<file path="src/rtl/ysyx_22041461_lsu.sv">
// ysyx_22041461_lsu -- memory-access stage between execute and writeback.
//
// Accepts one instruction per in_valid/in_ready handshake. Non-memory ops
// pass to the output register after one cycle. Aligned loads/stores issue a
// single 64-bit aligned bus transaction with byte strobes; misaligned memory
// ops are suppressed and flagged. Results are held on out_* until out_ready.
//
// Ports:
//   clk, rst_n                      clock, asynchronous active-low reset
//   in_valid/in_ready               execute-stage handshake
//   in_alu, in_wdata, in_rd,        ALU result / effective address, store data,
//   in_wen, in_ctrl_mem, in_pc      rd, write request, memory op code, PC
//   mem_req/mem_we/mem_addr/        bus request (held until mem_gnt), store flag,
//   mem_wstrb/mem_wdata             aligned address, byte strobes, lane data
//   mem_gnt, mem_rvalid, mem_rdata  bus grant, load data valid, load data
//   out_valid/out_ready             writeback handshake
//   out_rd, out_wen, out_data,      writeback destination, enable, value,
//   out_pc, out_misalign            PC, suppressed-misaligned-access flag
module ysyx_22041461_lsu #(
    parameter int unsigned XLEN    = 64,
    parameter int unsigned TIMEOUT = 0
) (
    input  logic            clk,
    input  logic            rst_n,
    input  logic            in_valid,
    output logic            in_ready,
    input  logic [XLEN-1:0] in_alu,
    input  logic [XLEN-1:0] in_wdata,
    input  logic [4:0]      in_rd,
    input  logic            in_wen,
    input  logic [3:0]      in_ctrl_mem,
    input  logic [XLEN-1:0] in_pc,
    output logic            mem_req,
    output logic            mem_we,
    output logic [XLEN-1:0] mem_addr,
    output logic [7:0]      mem_wstrb,
    output logic [XLEN-1:0] mem_wdata,
    input  logic            mem_gnt,
    input  logic            mem_rvalid,
    input  logic [XLEN-1:0] mem_rdata,
    output logic            out_valid,
    input  logic            out_ready,
    output logic [4:0]      out_rd,
    output logic            out_wen,
    output logic [XLEN-1:0] out_data,
    output logic [XLEN-1:0] out_pc,
    output logic            out_misalign
);

    // No timeout logic exists; only TIMEOUT == 0 is meaningful.
    if (TIMEOUT != 0) begin : g_timeout_unsupported
    end

    typedef enum logic [1:0] {
        S_IDLE,
        S_REQ,
        S_WAIT_R,
        S_OUT
    } state_e;

    state_e          state_q, state_d;
    logic [XLEN-1:0] addr_q, addr_d;
    logic [XLEN-1:0] pc_q, pc_d;
    logic [XLEN-1:0] wdata_q, wdata_d;
    logic [XLEN-1:0] data_q, data_d;
    logic [7:0]      wstrb_q, wstrb_d;
    logic [4:0]      rd_q, rd_d;
    logic [3:0]      op_q, op_d;
    logic            wen_q, wen_d;
    logic            out_wen_q, out_wen_d;
    logic            misalign_q, misalign_d;

    // Decode of the incoming op code.
    logic            in_is_load, in_is_store, in_is_mem, in_misalign;
    logic [7:0]      in_strb_base;
    logic [XLEN-1:0] rd_shifted;
    logic [XLEN-1:0] load_value;
    logic            op_is_store;

    always_comb begin
        in_is_load   = (in_ctrl_mem >= 4'd1) && (in_ctrl_mem <= 4'd7);
        in_is_store  = (in_ctrl_mem >= 4'd8) && (in_ctrl_mem <= 4'd11);
        in_is_mem    = in_is_load || in_is_store;
        in_strb_base = 8'h00;
        in_misalign  = 1'b0;
        case (in_ctrl_mem)
            4'd1, 4'd5, 4'd8: in_strb_base = 8'h01;
            4'd2, 4'd6, 4'd9: begin
                in_strb_base = 8'h03;
                in_misalign  = in_alu[0];
            end
            4'd3, 4'd7, 4'd10: begin
                in_strb_base = 8'h0F;
                in_misalign  = |in_alu[1:0];
            end
            4'd4, 4'd11: begin
                in_strb_base = 8'hFF;
                in_misalign  = |in_alu[2:0];
            end
            default: ;
        endcase
    end

    assign op_is_store = (op_q >= 4'd8) && (op_q <= 4'd11);

    // Load data: move the addressed lane down to bit 0, then size/extend.
    always_comb begin
        rd_shifted = mem_rdata >> {addr_q[2:0], 3'b000};
        load_value = rd_shifted;
        case (op_q)
            4'd1:    load_value = {{56{rd_shifted[7]}},  rd_shifted[7:0]};
            4'd2:    load_value = {{48{rd_shifted[15]}}, rd_shifted[15:0]};
            4'd3:    load_value = {{32{rd_shifted[31]}}, rd_shifted[31:0]};
            4'd5:    load_value = {56'd0, rd_shifted[7:0]};
            4'd6:    load_value = {48'd0, rd_shifted[15:0]};
            4'd7:    load_value = {32'd0, rd_shifted[31:0]};
            default: load_value = rd_shifted;
        endcase
    end

    always_comb begin
        state_d    = state_q;
        addr_d     = addr_q;
        pc_d       = pc_q;
        wdata_d    = wdata_q;
        data_d     = data_q;
        wstrb_d    = wstrb_q;
        rd_d       = rd_q;
        op_d       = op_q;
        wen_d      = wen_q;
        out_wen_d  = out_wen_q;
        misalign_d = misalign_q;

        case (state_q)
            S_IDLE: begin
                if (in_valid) begin
                    rd_d   = in_rd;
                    wen_d  = in_wen;
                    addr_d = in_alu;
                    pc_d   = in_pc;
                    op_d   = in_ctrl_mem;
                    if (!in_is_mem) begin
                        data_d     = in_alu;
                        out_wen_d  = in_wen;
                        misalign_d = 1'b0;
                        state_d    = S_OUT;
                    end else if (in_misalign) begin
                        data_d     = in_alu;
                        out_wen_d  = 1'b0;
                        misalign_d = 1'b1;
                        state_d    = S_OUT;
                    end else begin
                        wstrb_d = in_strb_base << in_alu[2:0];
                        wdata_d = in_wdata << {in_alu[2:0], 3'b000};
                        state_d = S_REQ;
                    end
                end
            end
            S_REQ: begin
                if (mem_gnt) begin
                    if (op_is_store) begin
                        data_d     = addr_q;
                        out_wen_d  = 1'b0;
                        misalign_d = 1'b0;
                        state_d    = S_OUT;
                    end else begin
                        state_d = S_WAIT_R;
                    end
                end
            end
            S_WAIT_R: begin
                if (mem_rvalid) begin
                    data_d     = load_value;
                    out_wen_d  = wen_q;
                    misalign_d = 1'b0;
                    state_d    = S_OUT;
                end
            end
            S_OUT: begin
                if (out_ready) begin
                    state_d = S_IDLE;
                end
            end
            default: state_d = S_IDLE;
        endcase
    end

    always_ff @(posedge clk or negedge rst_n) begin
        if (!rst_n) begin
            state_q    <= S_IDLE;
            addr_q     <= '0;
            pc_q       <= '0;
            wdata_q    <= '0;
            data_q     <= '0;
            wstrb_q    <= '0;
            rd_q       <= '0;
            op_q       <= '0;
            wen_q      <= 1'b0;
            out_wen_q  <= 1'b0;
            misalign_q <= 1'b0;
        end else begin
            state_q    <= state_d;
            addr_q     <= addr_d;
            pc_q       <= pc_d;
            wdata_q    <= wdata_d;
            data_q     <= data_d;
            wstrb_q    <= wstrb_d;
            rd_q       <= rd_d;
            op_q       <= op_d;
            wen_q      <= wen_d;
            out_wen_q  <= out_wen_d;
            misalign_q <= misalign_d;
        end
    end

    assign out_valid    = (state_q == S_OUT);
    assign in_ready     = (state_q == S_IDLE) && !out_valid;
    assign mem_req      = (state_q == S_REQ);
    assign mem_we       = mem_req && op_is_store;
    assign mem_addr     = {addr_q[XLEN-1:3], 3'b000};
    assign mem_wstrb    = wstrb_q;
    assign mem_wdata    = wdata_q;
    assign out_rd       = rd_q;
    assign out_wen      = out_wen_q;
    assign out_data     = data_q;
    assign out_pc       = pc_q;
    assign out_misalign = misalign_q;

endmodule

</file>
<file path="config.mk">
export PLATFORM = sky130hd
export DESIGN_NAME = ysyx_22041461_lsu
export DESIGN_NICKNAME = d
export VERILOG_FILES = /design/src/rtl/ysyx_22041461_lsu.sv
export SDC_FILE = /design/constraint.sdc
export NUM_CORES = 1
export LEC_CHECK = 0
export BUFFER_PORTS_ARGS = -buffer_cell sky130_fd_sc_hd__buf_4
export CORE_AREA = 2 2 211 213
export DETAILED_ROUTE_END_ITERATION = 10
export DIE_AREA = 0 0 213 215
export GPL_TIMING_DRIVEN = 0
export REMOVE_ABC_BUFFERS = 1
export SETUP_SLACK_MARGIN = 0.15
export SLEW_MARGIN = 20
export SYNTH_ARGS = -nofsm -noshare
export SYNTH_HDL_FRONTEND = slang
export SYNTH_SLANG_ARGS = --single-unit
</file>
<file path="constraint.sdc">
create_clock -name clk -period 6.1 [get_ports clk]
set_input_delay 1.22 -clock clk [delete_from_list [all_inputs] [get_ports clk]]
set_output_delay 1.22 -clock clk [all_outputs]
set_load 0.005 [all_outputs]
</file>
==> out/results.md, run 1 <==
| Result | Value | Unit |
|---|---|---|
| Hold buffer count at cts | 0 | - |
| FF-to-FF setup slack | 1.89 | ns |
| Initial DRC count | 1072 | - |
| Clk Latency, worst-skew pair | 0.55 | ns |
| Number of global-route vias before repair | 14.2k | - |
| Number of distinct standard cells referenced by the synthesized netlist | 68 | - |
| Post-route setup slack | 1.89 | ns |
| Critical path's largest stage delay | 0.97 | ns |
| Final Max Slew Viols | 0 | - |
| Clk_skew | 0.0126 | ns |
| Leakage component of the power | 9.53 | nW |
| Avg Vias per Cell | 5.60 | - |
| Tightest Hold Check Type | reg2reg | - |
| Sequential-to-total area share from yosys stat | 43.5 | % |
| Required time worst endpoint | 6.55 | ns |
| Final wirelength | 61300 | um |
| Element type at the critical path end | flop | - |
| Largest delay contributor family on the critical path | simple AND/OR/NAND/NOR gates | - |
| Number of cells on the worst hold path | 2 | - |
| Async set or reset register ratio after synthesis | 100 | % |
| Clock buffers created by TritonCTS | 34 | - |
| Count of buffer and inverter cells on the critical path | 1 | - |
| Most common cell after layout, fill and taps aside | sky130_fd_sc_hd__buf_4 | - |
| Share of synthesized area spent on multiplexers | 21.7 | % |
| Critical register-to-register path endpoint | out_data[61] | - |
| Count of final hold-check violations | 0 | - |
| Number of setup buffers added after CTS | 0 | - |
| Cts repair resizes | 0 | - |
| Top routing layer in use | met4 | - |
| Number of buffer cells added on primary ports | 543 | - |
| Warning count from the yosys run | 0 | - |
| Final instance count without filler cells | 2515 | - |
| Post-route clock period utilization | 69.0 | % |
| First-pass detailed-route iteration total | 9 | - |
| Worst IR Drop VDD | 0.000345 | V |
| Critical path start-end classification | reg2reg | - |
| Mapped cell area | 0.0160 | mm^2 |
| GP Congestion | 0.873 | - |
| Worst-margin pin slew | 1.08 | ns |
| Deepest level of the CTS H-tree | 2 | - |
| Flops & latches, synth | 278 | - |
| Parity-gate share of the synthesized area counting xor and xnor cells | 0.0548 | % |
| Final count of negative-setup-slack endpoints | 0 | - |
| Cell with the biggest individual delay on the critical path | sky130_fd_sc_hd__dfrtp_1 | - |
| Ratio of cells with drive above 1 in the final layout | 46.7 | % |
| Filler instances | 4073 | - |
| Starting density of the core | 36.6 | % |
| Total length of routed met2 wires | 28800 | um |
| Run status | completed | - |
| Hold wc startpoint | mem_wdata[16] | - |
| Arrival time at the worst endpoint | 4.65 | ns |
| Finished Core Util | 49.0 | % |
| Max Cap Viol | 0 | - |
| Drc violations | 0 | - |
| Crit path max fanout | 45 | - |
| Area delta synth->final | 33.7 | % |
| Power density over the cells | 552 | mW/mm^2 |
| Post-synthesis instance total | 1485 | - |
| Cells traversed along the worst timing path | inv_2, mux4_2, nor3b_4, a311o_2, nand2_2, o221ai_2 | - |
| Top achievable clock speed | 0.238 | GHz |
| Cell Rows | 77 | - |
| Post-Synthesis Mean Instance Area | 10.8 | um^2 |
| Main combinational cell family by area after synthesis | multiplexers | - |
| Average routed wire per standard cell | 24.4 | um |
| Depth of the worst register-to-register path | 6 | - |
| Routed met1 length | 24400 | um |
| Vias | 14.1k | - |
| CTS clock-pin slew for the worst setup and hold paths | 0.06 | ns |
| Placement Setup Slack | 1.53 | ns |
| Wire length on met3 | 5350 | um |
| Die height | 215 | um |
| CTS tree | built | - |
| Post-Synth Simple-Gate Area | 9.22 | % |
| Final critical-path required period | 4.21 | ns |
| Share of the synthesized area in compound gates (AO/OA/AOI/OAI) | 18.5 | % |
| Clock root buffer master | sky130_fd_sc_hd__clkbuf_16 | - |
| Post-synth top flop | sky130_fd_sc_hd__dfrtp_1 | - |
| Post-layout nets | 2170 | - |
| Wire length of the first global-routing pass | 91200 | um |
| Post-placement cell count | 2450 | - |
| Gr ovfl total | 0 | - |
| Commonest cells after routing, fill and taps aside | sky130_fd_sc_hd__buf_4, sky130_fd_sc_hd__dfrtp_1, sky130_fd_sc_hd__mux2_2 | - |
| Startpoint of the worst-slack reg-to-reg timing path | addr_q[2] | - |
| Antenna violations before repair | 5 | - |
| Pin count of the biggest net entering global routing | 88 | - |
| Core box area | 0.0436 | mm^2 |
| Top-Level Pins | 547 | - |
| Adder-cell share of the synthesized area | 0.376 | % |
| Capture endpoint of the worst hold path | mem_wdata[16] | - |
| RSZ-0062 raised after global routing | no | - |
| Element type at the critical path start | flop | - |
| Die area | 0.0458 | mm^2 |
| Sum of net half-perimeters after detailed placement | 45100 | um |
| Number of nets with antenna violations after routing | 0 | - |
| Die Wd | 213 | um |
| Number of sinks driven by the clock tree | 278 | - |
| Number of enable flip-flop cells after synthesis | 0 | - |
| Largest buffer count on any clock path | 3 | - |
| GRT Overall Usage | 26.3 | % |
| Worst relative slew slack | 27.9 | % |
-- worst max path at each step --
stage | cells past startpoint | to | startpoint | slack [ns]
finish | 6 | out_data[61] | addr_q[2] | 1.89
floorplan | 5 | mem_wdata[34] | in_ctrl_mem[0] | 0.81
global route | 6 | out_data[63] | addr_q[2] | 1.63
detailed placement | 7 | out_data[51] | in_alu[0] | 1.53
CTS | 6 | out_data[61] | addr_q[2] | 1.93
global placement | 6 | out_data[10] | state_q[0] | -3.73
-- metrics by stage --
stage | setup TNS (ns) | power [mW] | instance area [um^2] | hold WS (ns)
6_report | 0 | 11.8 | 21400 | 0.475
4_1_cts | 0 | 11.9 | 21400 | 0.481
3_5_place_dp | 0 | 9.87 | 20300 | 0.467
5_1_grt | 0 | 12.6 | 21400 | 0.501
2_1_floorplan | 0 | 6.61 | 15000 | 0.473
3_3_place_gp | -370.28 | 9.61 | 19800 | 0.462
-- worst register-to-register path, cell delays in order, from the launching register on --
cell	delay, ns
sky130_fd_sc_hd__dfrtp_1	0.97
sky130_fd_sc_hd__inv_2	0.61
sky130_fd_sc_hd__mux4_2	0.67
sky130_fd_sc_hd__nor3b_4	0.64
sky130_fd_sc_hd__a311o_2	0.29
sky130_fd_sc_hd__nand2_2	0.48
sky130_fd_sc_hd__o221ai_2	0.44
-- Yosys cell counts, types with 3 or more instances --
master / n / area, um^2
sky130_fd_sc_hd__o31ai_1: 31 / 233
sky130_fd_sc_hd__a222oi_1: 20 / 200
sky130_fd_sc_hd__a21oi_1: 46 / 230
sky130_fd_sc_hd__nor2b_1: 16 / 100
sky130_fd_sc_hd__nand2_1: 162 / 608
sky130_fd_sc_hd__o21ai_1: 11 / 55.1
sky130_fd_sc_hd__o21ai_0: 118 / 591
sky130_fd_sc_hd__inv_1: 8 / 30.0
sky130_fd_sc_hd__o2bb2ai_1: 25 / 219
sky130_fd_sc_hd__a21o_1: 9 / 67.6
sky130_fd_sc_hd__o21a_1: 13 / 97.6
sky130_fd_sc_hd__nand3_1: 10 / 50.1
sky130_fd_sc_hd__ha_1: 4 / 50.1
sky130_fd_sc_hd__o221ai_2: 20 / 300
sky130_fd_sc_hd__a221oi_1: 41 / 359
sky130_fd_sc_hd__a211oi_1: 14 / 105
sky130_fd_sc_hd__clkbuf_1: 81 / 304
sky130_fd_sc_hd__buf_2: 27 / 135
sky130_fd_sc_hd__o22a_1: 3 / 26.3
sky130_fd_sc_hd__nand2b_1: 9 / 56.3
sky130_fd_sc_hd__o32ai_1: 7 / 61.3
sky130_fd_sc_hd__and3_1: 6 / 37.5
sky130_fd_sc_hd__mux2_2: 174 / 1960
sky130_fd_sc_hd__nor2_1: 83 / 312
sky130_fd_sc_hd__mux2i_1: 40 / 400
sky130_fd_sc_hd__o22ai_1: 9 / 56.3
sky130_fd_sc_hd__dfrtp_1: 278 / 6960
sky130_fd_sc_hd__mux4_2: 49 / 1100
sky130_fd_sc_hd__and2_0: 6 / 37.5
sky130_fd_sc_hd__or2_2: 8 / 50.1
sky130_fd_sc_hd__buf_1: 9 / 33.8
sky130_fd_sc_hd__or3_1: 14 / 87.6
sky130_fd_sc_hd__buf_6: 4 / 45.0
sky130_fd_sc_hd__o21ba_2: 6 / 60.1
sky130_fd_sc_hd__buf_4: 68 / 510
sky130_fd_sc_hd__a31oi_1: 5 / 31.3
sky130_fd_sc_hd__a22oi_1: 10 / 75.1
sky130_fd_sc_hd__nor3_1: 6 / 30.0
-- sequential cells by signal, summed over array words and instances (netlist names) --
name,flops
addr_q,64
mem_wdata,64
mem_wstrb,8
op_q,4
out_data,64
out_misalign,1
out_pc,64
out_rd,5
out_wen,1
state_q,2
wen_q,1
-- cell type report --
class,instances,area (um^2),area share (%)
antenna,7,17.5,0.0819
inverter,10,40.0,0.187
multi-input combinational,1009,8050,37.6
clock buffer,51,995,4.65
sequential,278,6960,32.6
clock inverter,7,58.8,0.275
timing repair buffer,561,4510,21.1
tap,592,741,3.47
-- metal layers --
metal  GRT usage (%)  up-vias
met3            6.91      120
li1                -     6310
met5               0        -
met4            12.4        0
met2            41.9      647
met1            33.3     7014
-- power by group --
part | switching [mW] | leakage, nW | internal (mW)
combinational | 3.18 | 5.63 | 3.17
clock | 0.849 | 0.511 | 1.13
sequential | 0.698 | 3.39 | 2.78
-- cell families after synthesis --
kind of cell / after synthesis
simple gates: 330
other cells: 1
fa+ha+maj: 5
xor+xnor: 1
compound gates: 407
buf+inv: 200
mux: 263
flops: 278
Note: power is estimated with default switching activity, not from simulation.
==> inputs of run 2 (changes only) <==
--- a/config.mk
+++ b/config.mk
@@ -6,9 +6,9 @@
 export NUM_CORES = 1
 export LEC_CHECK = 0
 export BUFFER_PORTS_ARGS = -buffer_cell sky130_fd_sc_hd__buf_4
-export CORE_AREA = 2 2 211 213
+export CORE_AREA = 2 2 213 215
 export DETAILED_ROUTE_END_ITERATION = 10
-export DIE_AREA = 0 0 213 215
+export DIE_AREA = 0 0 215 217
 export GPL_TIMING_DRIVEN = 0
 export REMOVE_ABC_BUFFERS = 1
 export SETUP_SLACK_MARGIN = 0.15
==> constraint.sdc (replaced) <==
create_clock -name clk -period 3.6 [get_ports clk]
set_input_delay 0.72 -clock clk [delete_from_list [all_inputs] [get_ports clk]]
set_output_delay 0.72 -clock clk [all_outputs]
set_load 0.005 [all_outputs]
==> run 2 against run 1 <==
- via count shrank 0.13%
- fmax grew 28%
- sequential power grew 69%
- flip-flop and latch count is the same
- clock skew grew 0.010 ns
- first-iteration DRC count grew 1.1%
- critical path type unchanged
- largest cell class unchanged
==> out/results.md, run 2 (synthesis results as in run 1) <==
| Result | Value | Unit | vs previous |
|---|---|---|---|
| Run status | completed | - | unchanged |
| Most common cell after layout, fill and taps aside | sky130_fd_sc_hd__buf_4 | - | unchanged |
| Final Max Slew Viols | 0 | - | unchanged |
| Worst IR Drop VDD | 0.000598 | V | was 0.000345 V |
| Wire length of the first global-routing pass | 88600 | um | was 91200 um |
| Cells traversed along the worst timing path | inv_1, ha_1, inv_1, o221a_2, nand2_2, a21oi_4, buf_16, nand2_1, o221ai_1 | - | was inv_2, mux4_2, nor3b_4, a311o_2, nand2_2, o221ai_2 |
| Proportion of power drawn by the clock network | 17.0 | % | was 16.8% |
| Initial DRC count | 1084 | - | was 1072 |
| Gr ovfl total | 0 | - | unchanged |
| Most Used Layer, Global Route | met2 | - | unchanged |
| Arrival time at the worst endpoint | 3.68 | ns | was 4.65 ns |
| Top achievable clock speed | 0.305 | GHz | was 0.238 GHz |
| Hold buffer count at cts | 0 | - | unchanged |
| Area taken by multi-input logic gates | 0.00805 | mm^2 | about the same |
| CTS clock-pin slew for the worst setup and hold paths | 0.06 | ns | about the same |
| First-pass detailed-route iteration total | 8 | - | was 9 |
| Final count of negative-setup-slack endpoints | 0 | - | unchanged |
| Die height | 217 | um | was 215 um |
| Top-Level Pins | 547 | - | unchanged |
| Switching Share | 39.8 | % | was 40.1% |
| Cell with the biggest individual delay on the critical path | sky130_fd_sc_hd__ha_1 | - | was sky130_fd_sc_hd__dfrtp_1 |
| Average routed wire per standard cell | 23.9 | um | was 24.4 um |
| Count of final hold-check violations | 0 | - | unchanged |
| Die Wd | 215 | um | was 213 um |
| Number of nets with antenna violations after routing | 0 | - | unchanged |
| Deepest level of the CTS H-tree | 2 | - | unchanged |
| Vias | 14.1k | - | about the same |
| Worst Hold Margin | 0.0647 | ns | was 0.475 ns |
| Combinational share of power | 53.6 | % | was 53.8% |
| CTS tree | built | - | unchanged |
| Most frequent CP cell | sky130_fd_sc_hd__inv_1 | - |  |
| Final instance count without filler cells | 2522 | - | was 2515 |
| Internal portion of total power | 12.0 | mW | was 7.08 mW |
| Post-placement cell count | 2457 | - | was 2450 |
| Layout Cell Area excl Fill | 0.0214 | mm^2 | about the same |
| Count of buffer and inverter cells on the critical path | 3 | - | was 1 |
| Pin count of the biggest net entering global routing | 90 | - | was 88 |
| Fraction of met1 tracks used by global routing | 30.5 | % | was 33.3% |
| Die area | 0.0467 | mm^2 | was 0.0458 mm^2 |
| Avg Vias per Cell | 5.58 | - | was 5.60 |
| Number of buffer cells added on primary ports | 543 | - | unchanged |
| Max Cap Viol | 0 | - | unchanged |
| Cell Rows | 78 | - | was 77 |
| Number of sinks driven by the clock tree | 278 | - | unchanged |
| Leakage component of the power | 9.57 | nW | was 9.53 nW |
| Final critical-path required period | 3.28 | ns | was 4.21 ns |
| GP Congestion | 0.876 | - | was 0.873 |
| Drc violations | 0 | - | unchanged |
| Core box area | 0.0447 | mm^2 | was 0.0436 mm^2 |
| GRT Overall Usage | 25.0 | % | was 26.3% |
| Clk Latency, worst-skew pair | 0.55 | ns | about the same |
| Number of global-route vias before repair | 13.9k | - | was 14.2k |
| Sum of net half-perimeters after detailed placement | 43800 | um | was 45100 um |
| Met2 track demand over resource | 41.6 | % | was 41.9% |
| RSZ-0062 raised after global routing | no | - | unchanged |
| Tightest Hold Check Type | in2async | - | was reg2reg |
| Sequential power share | 29.4 | % | about the same |
| Filler instances | 4183 | - | was 4073 |
| Element type at the critical path end | flop | - | unchanged |
| Required time worst endpoint | 4.00 | ns | was 6.55 ns |
| Final wirelength | 60200 | um | was 61300 um |
| Clock buffers created by TritonCTS | 34 | - | unchanged |
| Clk_skew | 0.0228 | ns | was 0.0126 ns |
| Starting density of the core | 35.8 | % | was 36.6% |
| Area of all sequential standard cells | 0.00697 | mm^2 | was 0.00696 mm^2 |
| Post-layout nets | 2171 | - | was 2170 |
| Post-route clock period utilization | 91.1 | % | was 69.0% |
| Placed instance area | 0.0203 | mm^2 | about the same |
| Critical path's largest stage delay | 0.57 | ns | was 0.97 ns |
| Antenna violations before repair | 9 | - | was 5 |
| Ratio of cells with drive above 1 in the final layout | 46.9 | % | was 46.7% |
| Largest delay contributor family on the critical path | simple AND/OR/NAND/NOR gates | - | unchanged |
| Commonest cells after routing, fill and taps aside | sky130_fd_sc_hd__buf_4, sky130_fd_sc_hd__dfrtp_1, sky130_fd_sc_hd__mux2_2 | - | unchanged |
| Crit path max fanout | 26 | - | was 45 |
| Psw | 7.94 | mW | was 4.73 mW |
| Worst-margin pin slew | 1.11 | ns | was 1.08 ns |
| Largest buffer count on any clock path | 3 | - | unchanged |
| Clock root buffer master | sky130_fd_sc_hd__clkbuf_16 | - | unchanged |
| Element type at the critical path start | flop | - | unchanged |
| Area delta synth->final | 33.8 | % | was 33.7% |
| Worst relative slew slack | 25.9 | % | was 27.9% |
| Met3 usage | 7.90 | % | was 6.91% |
| Power density over the cells | 933 | mW/mm^2 | was 552 mW/mm^2 |
| Critical path start-end classification | reg2reg | - | unchanged |
-- run 2: cell count changes in the layout (fill, tap and decap cells not counted), moves of 2 or more --
cell                       delta
sky130_fd_sc_hd__diode_2      -5
sky130_fd_sc_hd__clkinv_2     +4
sky130_fd_sc_hd__buf_12       +2
sky130_fd_sc_hd__buf_16       -2
sky130_fd_sc_hd__nand2_2      -2
-- run 2: final timing paths --
path	from	endpoint	slack [ns]	cells past startpoint
worst max-delay path	state_q[1]	out_data[40]	0.32	9
worst min-delay path	rst_n	addr_q[0]	0.06	1
worst max register to register	state_q[1]	out_data[40]	0.32	9
worst min register to register	mem_wstrb[3]	mem_wstrb[3]	0.47	2
max in group asynchronous	rst_n	out_pc[39]	2.38	3
min in group clk	in_pc[28]	out_pc[28]	0.41	2
-- run 2: worst register-to-register path: stages (launching register included) --
cell and delay, ns:
sky130_fd_sc_hd__dfrtp_1 0.40, sky130_fd_sc_hd__inv_1 0.16, sky130_fd_sc_hd__ha_1 0.57, sky130_fd_sc_hd__inv_1 0.25, sky130_fd_sc_hd__o221a_2 0.30, sky130_fd_sc_hd__nand2_2 0.53, sky130_fd_sc_hd__a21oi_4 0.16, sky130_fd_sc_hd__buf_16 0.22
sky130_fd_sc_hd__nand2_1 0.39, sky130_fd_sc_hd__o221ai_1 0.17
-- run 2: final cells by class --
type	instances	share of cell area, %
flip-flops and latches	278	32.5
well taps	600	3.51
diodes	2	0.0234
repair buffers	562	21.0
inverters	10	0.199
clock buffers	52	4.81
multi-input cells	1009	37.6
clock inverters	9	0.257
-- run 2: power by group through the flow --
stage / combinational, mW / sequential (mW) / clock (mW)
final: 10.7 / 5.88 / 3.39
after global routing: 11.6 / 6.08 / 3.60
after floorplan: 5.31 / 5.89 / 0
after detailed placement: 10.8 / 5.89 / 0
after CTS: 10.8 / 5.88 / 3.49
after global placement: 10.3 / 5.91 / 0
-- run 2: repair_timing --
action / in CTS / in global routing
gates resized for setup: 3 / 0
setup buffers: 2 / 0
endpoints found under the setup margin: 41 / 0
-- run 2: through the flow --
stage | setup TNS, ns | power, mW | setup slack (ns) | util [%]
floorplan | -239.84 | 11.2 | -1.41 | -
global placement | -1200.56 | 16.2 | -6.63 | 44.3
detailed placement | -12.89 | 16.7 | -0.534 | 45.4
CTS | 0 | 20.2 | 0.318 | 47.9
global route | 0 | 21.3 | 0.201 | 47.9
finish | 0 | 20.0 | 0.320 | 47.9
-- run 2: metal layers --
layer,part of all wire [%],vias to the layer above
li1,-,6300
met1,39,7053
met2,48,604
met3,9.3,103
met4,3.6,12
met5,0.11,-
==> inputs of run 3 (changes only) <==
--- a/config.mk
+++ b/config.mk
@@ -10,6 +10,7 @@
 export DETAILED_ROUTE_END_ITERATION = 10
 export DIE_AREA = 0 0 215 217
 export GPL_TIMING_DRIVEN = 0
+export RECOVER_POWER = 100
 export REMOVE_ABC_BUFFERS = 1
 export SETUP_SLACK_MARGIN = 0.15
 export SLEW_MARGIN = 20
==> run 3 against run 2 <==
- the flow now finishes with violations (max-capacitance violations, max-slew violations)
- largest power group unchanged
- register-to-register slack got worse by 0.07 ns
- sequential share of layout area rose by 0.90 points
- clock power barely moved
- critical path type unchanged
==> out/results.md, run 3 (synthesis results as in run 1) <==
| Result | Value | Unit | vs previous |
|---|---|---|---|
| Run status | finished with violations | - | was completed |
| Violations in the final reports | max-capacitance violations, max-slew violations | - |  |
| Final count of negative-setup-slack endpoints | 0 | - | unchanged |
| Drc violations | 0 | - | unchanged |
| Required time worst endpoint | 4.04 | ns | was 4.00 ns |
| Largest delay contributor family on the critical path | compound AO/OA/AOI/OAI gates | - | was simple AND/OR/NAND/NOR gates |
| Largest buffer count on any clock path | 3 | - | unchanged |
| Number of cells on the worst hold path | 2 | - |  |
| Antenna violations before repair | 9 | - | unchanged |
| Cell with the biggest individual delay on the critical path | sky130_fd_sc_hd__a21oi_2 | - | was sky130_fd_sc_hd__ha_1 |
| Post-layout nets | 2171 | - | unchanged |
| Arrival time at the worst endpoint | 3.79 | ns | was 3.68 ns |
| Number of buffer cells added on primary ports | 543 | - | unchanged |
| Sum of net half-perimeters after detailed placement | 43800 | um | unchanged |
| FF-to-FF setup slack | 0.25 | ns | was 0.32 ns |
| Most common cell after layout, fill and taps aside | sky130_fd_sc_hd__dfrtp_1 | - | was sky130_fd_sc_hd__buf_4 |
| Deepest level of the CTS H-tree | 2 | - | unchanged |
| Psw | 7.84 | mW | was 7.94 mW |
| Final critical-path required period | 3.35 | ns | was 3.28 ns |
| Area delta synth->final | 30.2 | % | was 33.8% |
| Clock buffers created by TritonCTS | 34 | - | unchanged |
| Ratio of cells with drive above 1 in the final layout | 39.7 | % | was 46.9% |
| Vias | 14.0k | - | was 14.1k |
| Cell Rows | 78 | - | unchanged |
| Gr ovfl total | 0 | - | unchanged |
| Starting density of the core | 35.8 | % | unchanged |
| Hold wc startpoint | in_pc[28] | - |  |
| Depth of the worst register-to-register path | 9 | - | unchanged |
| Worst relative slew slack | -71.3 | % | was 25.9% |
| Post-route clock period utilization | 93.0 | % | was 91.1% |
| Die height | 217 | um | unchanged |
| Hold buffer count at cts | 0 | - | unchanged |
| Sequential power share | 30.4 | % | was 29.4% |
| Clk Latency, worst-skew pair | 0.55 | ns | about the same |
| Element type at the critical path start | flop | - | unchanged |
| Filler instances | 4295 | - | was 4183 |
| Cells traversed along the worst timing path | inv_1, ha_1, inv_1, o221a_2, nand2_2, a21oi_2, buf_16, nand3_2, o221ai_1 | - | was inv_1, ha_1, inv_1, o221a_2, nand2_2, a21oi_4, buf_16, nand2_1, o221ai_1 |
| Tightest Hold Check Type | in2reg | - | was in2async |
| Critical path's largest stage delay | 0.60 | ns | was 0.57 ns |
| Post-route setup slack | 0.252 | ns | was 0.320 ns |
| Wire length of the first global-routing pass | 88600 | um | unchanged |
| CTS clock-pin slew for the worst setup and hold paths | 0.06 | ns | about the same |
| Most frequent CP cell | sky130_fd_sc_hd__inv_1 | - | unchanged |
| Core box area | 0.0447 | mm^2 | unchanged |
| Leakage component of the power | 9.02 | nW | was 9.57 nW |
| Count of buffer and inverter cells on the critical path | 3 | - | unchanged |
| Final wirelength | 60000 | um | was 60200 um |
| Crit path max fanout | 26 | - | unchanged |
| Commonest cells after routing, fill and taps aside | sky130_fd_sc_hd__dfrtp_1, sky130_fd_sc_hd__buf_4, sky130_fd_sc_hd__mux2_2 | - | was sky130_fd_sc_hd__buf_4, sky130_fd_sc_hd__dfrtp_1, sky130_fd_sc_hd__mux2_2 |
| Placement Setup Slack | -0.534 | ns | unchanged |
| Internal portion of total power | 11.4 | mW | was 12.0 mW |
| Average routed wire per standard cell | 23.8 | um | was 23.9 um |
| Capture endpoint of the worst hold path | out_pc[28] | - |  |
| Top achievable clock speed | 0.299 | GHz | was 0.305 GHz |
| Pin count of the biggest net entering global routing | 90 | - | unchanged |
| Number of sinks driven by the clock tree | 278 | - | unchanged |
| Cell depth of the worst setup path | 9 | - | unchanged |
| Startpoint of the worst-slack reg-to-reg timing path | state_q[1] | - | unchanged |
| Top-Level Pins | 547 | - | unchanged |
| Avg Vias per Cell | 5.55 | - | was 5.58 |
| Combinational share of power | 52.0 | % | was 53.6% |
| Element type at the critical path end | flop | - | unchanged |
| GP Congestion | 0.876 | - | unchanged |
| Critical register-to-register path endpoint | out_data[57] | - | was out_data[40] |
| Proportion of power drawn by the clock network | 17.6 | % | was 17.0% |
| Count of final hold-check violations | 0 | - | unchanged |
| Worst-margin pin slew | 2.57 | ns | was 1.11 ns |
| Number of global-route vias before repair | 13.9k | - | unchanged |
| CTS tree | built | - | unchanged |
| Clock root buffer master | sky130_fd_sc_hd__clkbuf_16 | - | unchanged |
| Number of nets with antenna violations after routing | 0 | - | unchanged |
| First-pass detailed-route iteration total | 8 | - | unchanged |
| Initial DRC count | 1108 | - | was 1084 |
| GRT Overall Usage | 25.0 | % | unchanged |
| Die Wd | 215 | um | unchanged |
| Die area | 0.0467 | mm^2 | unchanged |
| Worst IR Drop VDD | 0.000595 | V | was 0.000598 V |
| Max Cap Viol | 2 | - | was 0 |
| Setup_tns | 0 | ns | unchanged |
| RSZ-0062 raised after global routing | no | - | unchanged |
| Critical path start-end classification | reg2reg | - | unchanged |
| Power density over the cells | 922 | mW/mm^2 | was 933 mW/mm^2 |
| Final Max Slew Viols | 66 | - | was 0 |
| Switching Share | 40.8 | % | was 39.8% |
| Clk_skew | 0.0205 | ns | was 0.0228 ns |
-- run 3: routing by layer --
layer,track usage (%),share of wire [%],vias to the layer above
met1,30.5,39,6990
met2,41.6,48,598
met5,0,0.10,-
met4,9.49,3.6,10
met3,7.90,9.1,101
li1,-,-,6294
-- run 3: power groups by stage --
stage               logic, mW  registers [mW]  clock network [mW]
finish                   9.99            5.84                3.37
global route             10.8            6.05                3.60
CTS                      10.8            5.88                3.49
detailed placement       10.8            5.89                   0
global placement         10.3            5.91                   0
floorplan                5.31            5.89                   0
-- run 3: worst max-delay path by stage --
stage,startpoint,end,slack [ns]
CTS,state_q[1],out_data[40],0.32
detailed placement,addr_q[2],out_data[48],-0.53
floorplan,state_q[0],out_data[48],-1.41
global route,state_q[0],out_pc[53],0.14
finish,state_q[1],out_data[57],0.25
global placement,state_q[0],out_data[21],-6.63
-- run 3: area by class of cell --
| class | instances | area (um^2) | share of cell area [%] |
|---|---|---|---|
| Antenna cell | 2 | 5.00 | 0.0240 |
| Clock buffer | 52 | 1030 | 4.94 |
| Clock inverter | 9 | 55.1 | 0.264 |
| Inverter | 10 | 42.5 | 0.204 |
| Multi-Input combinational cell | 1009 | 7990 | 38.3 |
| Sequential cell | 278 | 6970 | 33.4 |
| Tap cell | 600 | 751 | 3.60 |
| Timing Repair Buffer | 562 | 3990 | 19.2 |
-- run 3: what timing repair did --
| item | in CTS | in global routing |
|---|---|---|
| setup endpoints to repair | 41 | 0 |
| gates resized for setup | 3 | 0 |
| hold endpoints to repair | 0 | 0 |
| buffers inserted | 2 | 0 |
-- run 3: metrics by stage --
step	instance area, um^2	utilization (%)	power [mW]	hold slack (ns)	cells
after floorplan	15000	-	11.2	0.424	1297
after detailed placement	20300	45.4	16.7	0.467	2457
final	20800	46.6	19.2	0.405	2522
after global routing	20800	46.6	20.5	0.389	2521
after CTS	21400	47.9	20.2	0.0501	2520
after global placement	19800	44.3	16.2	0.462	2440
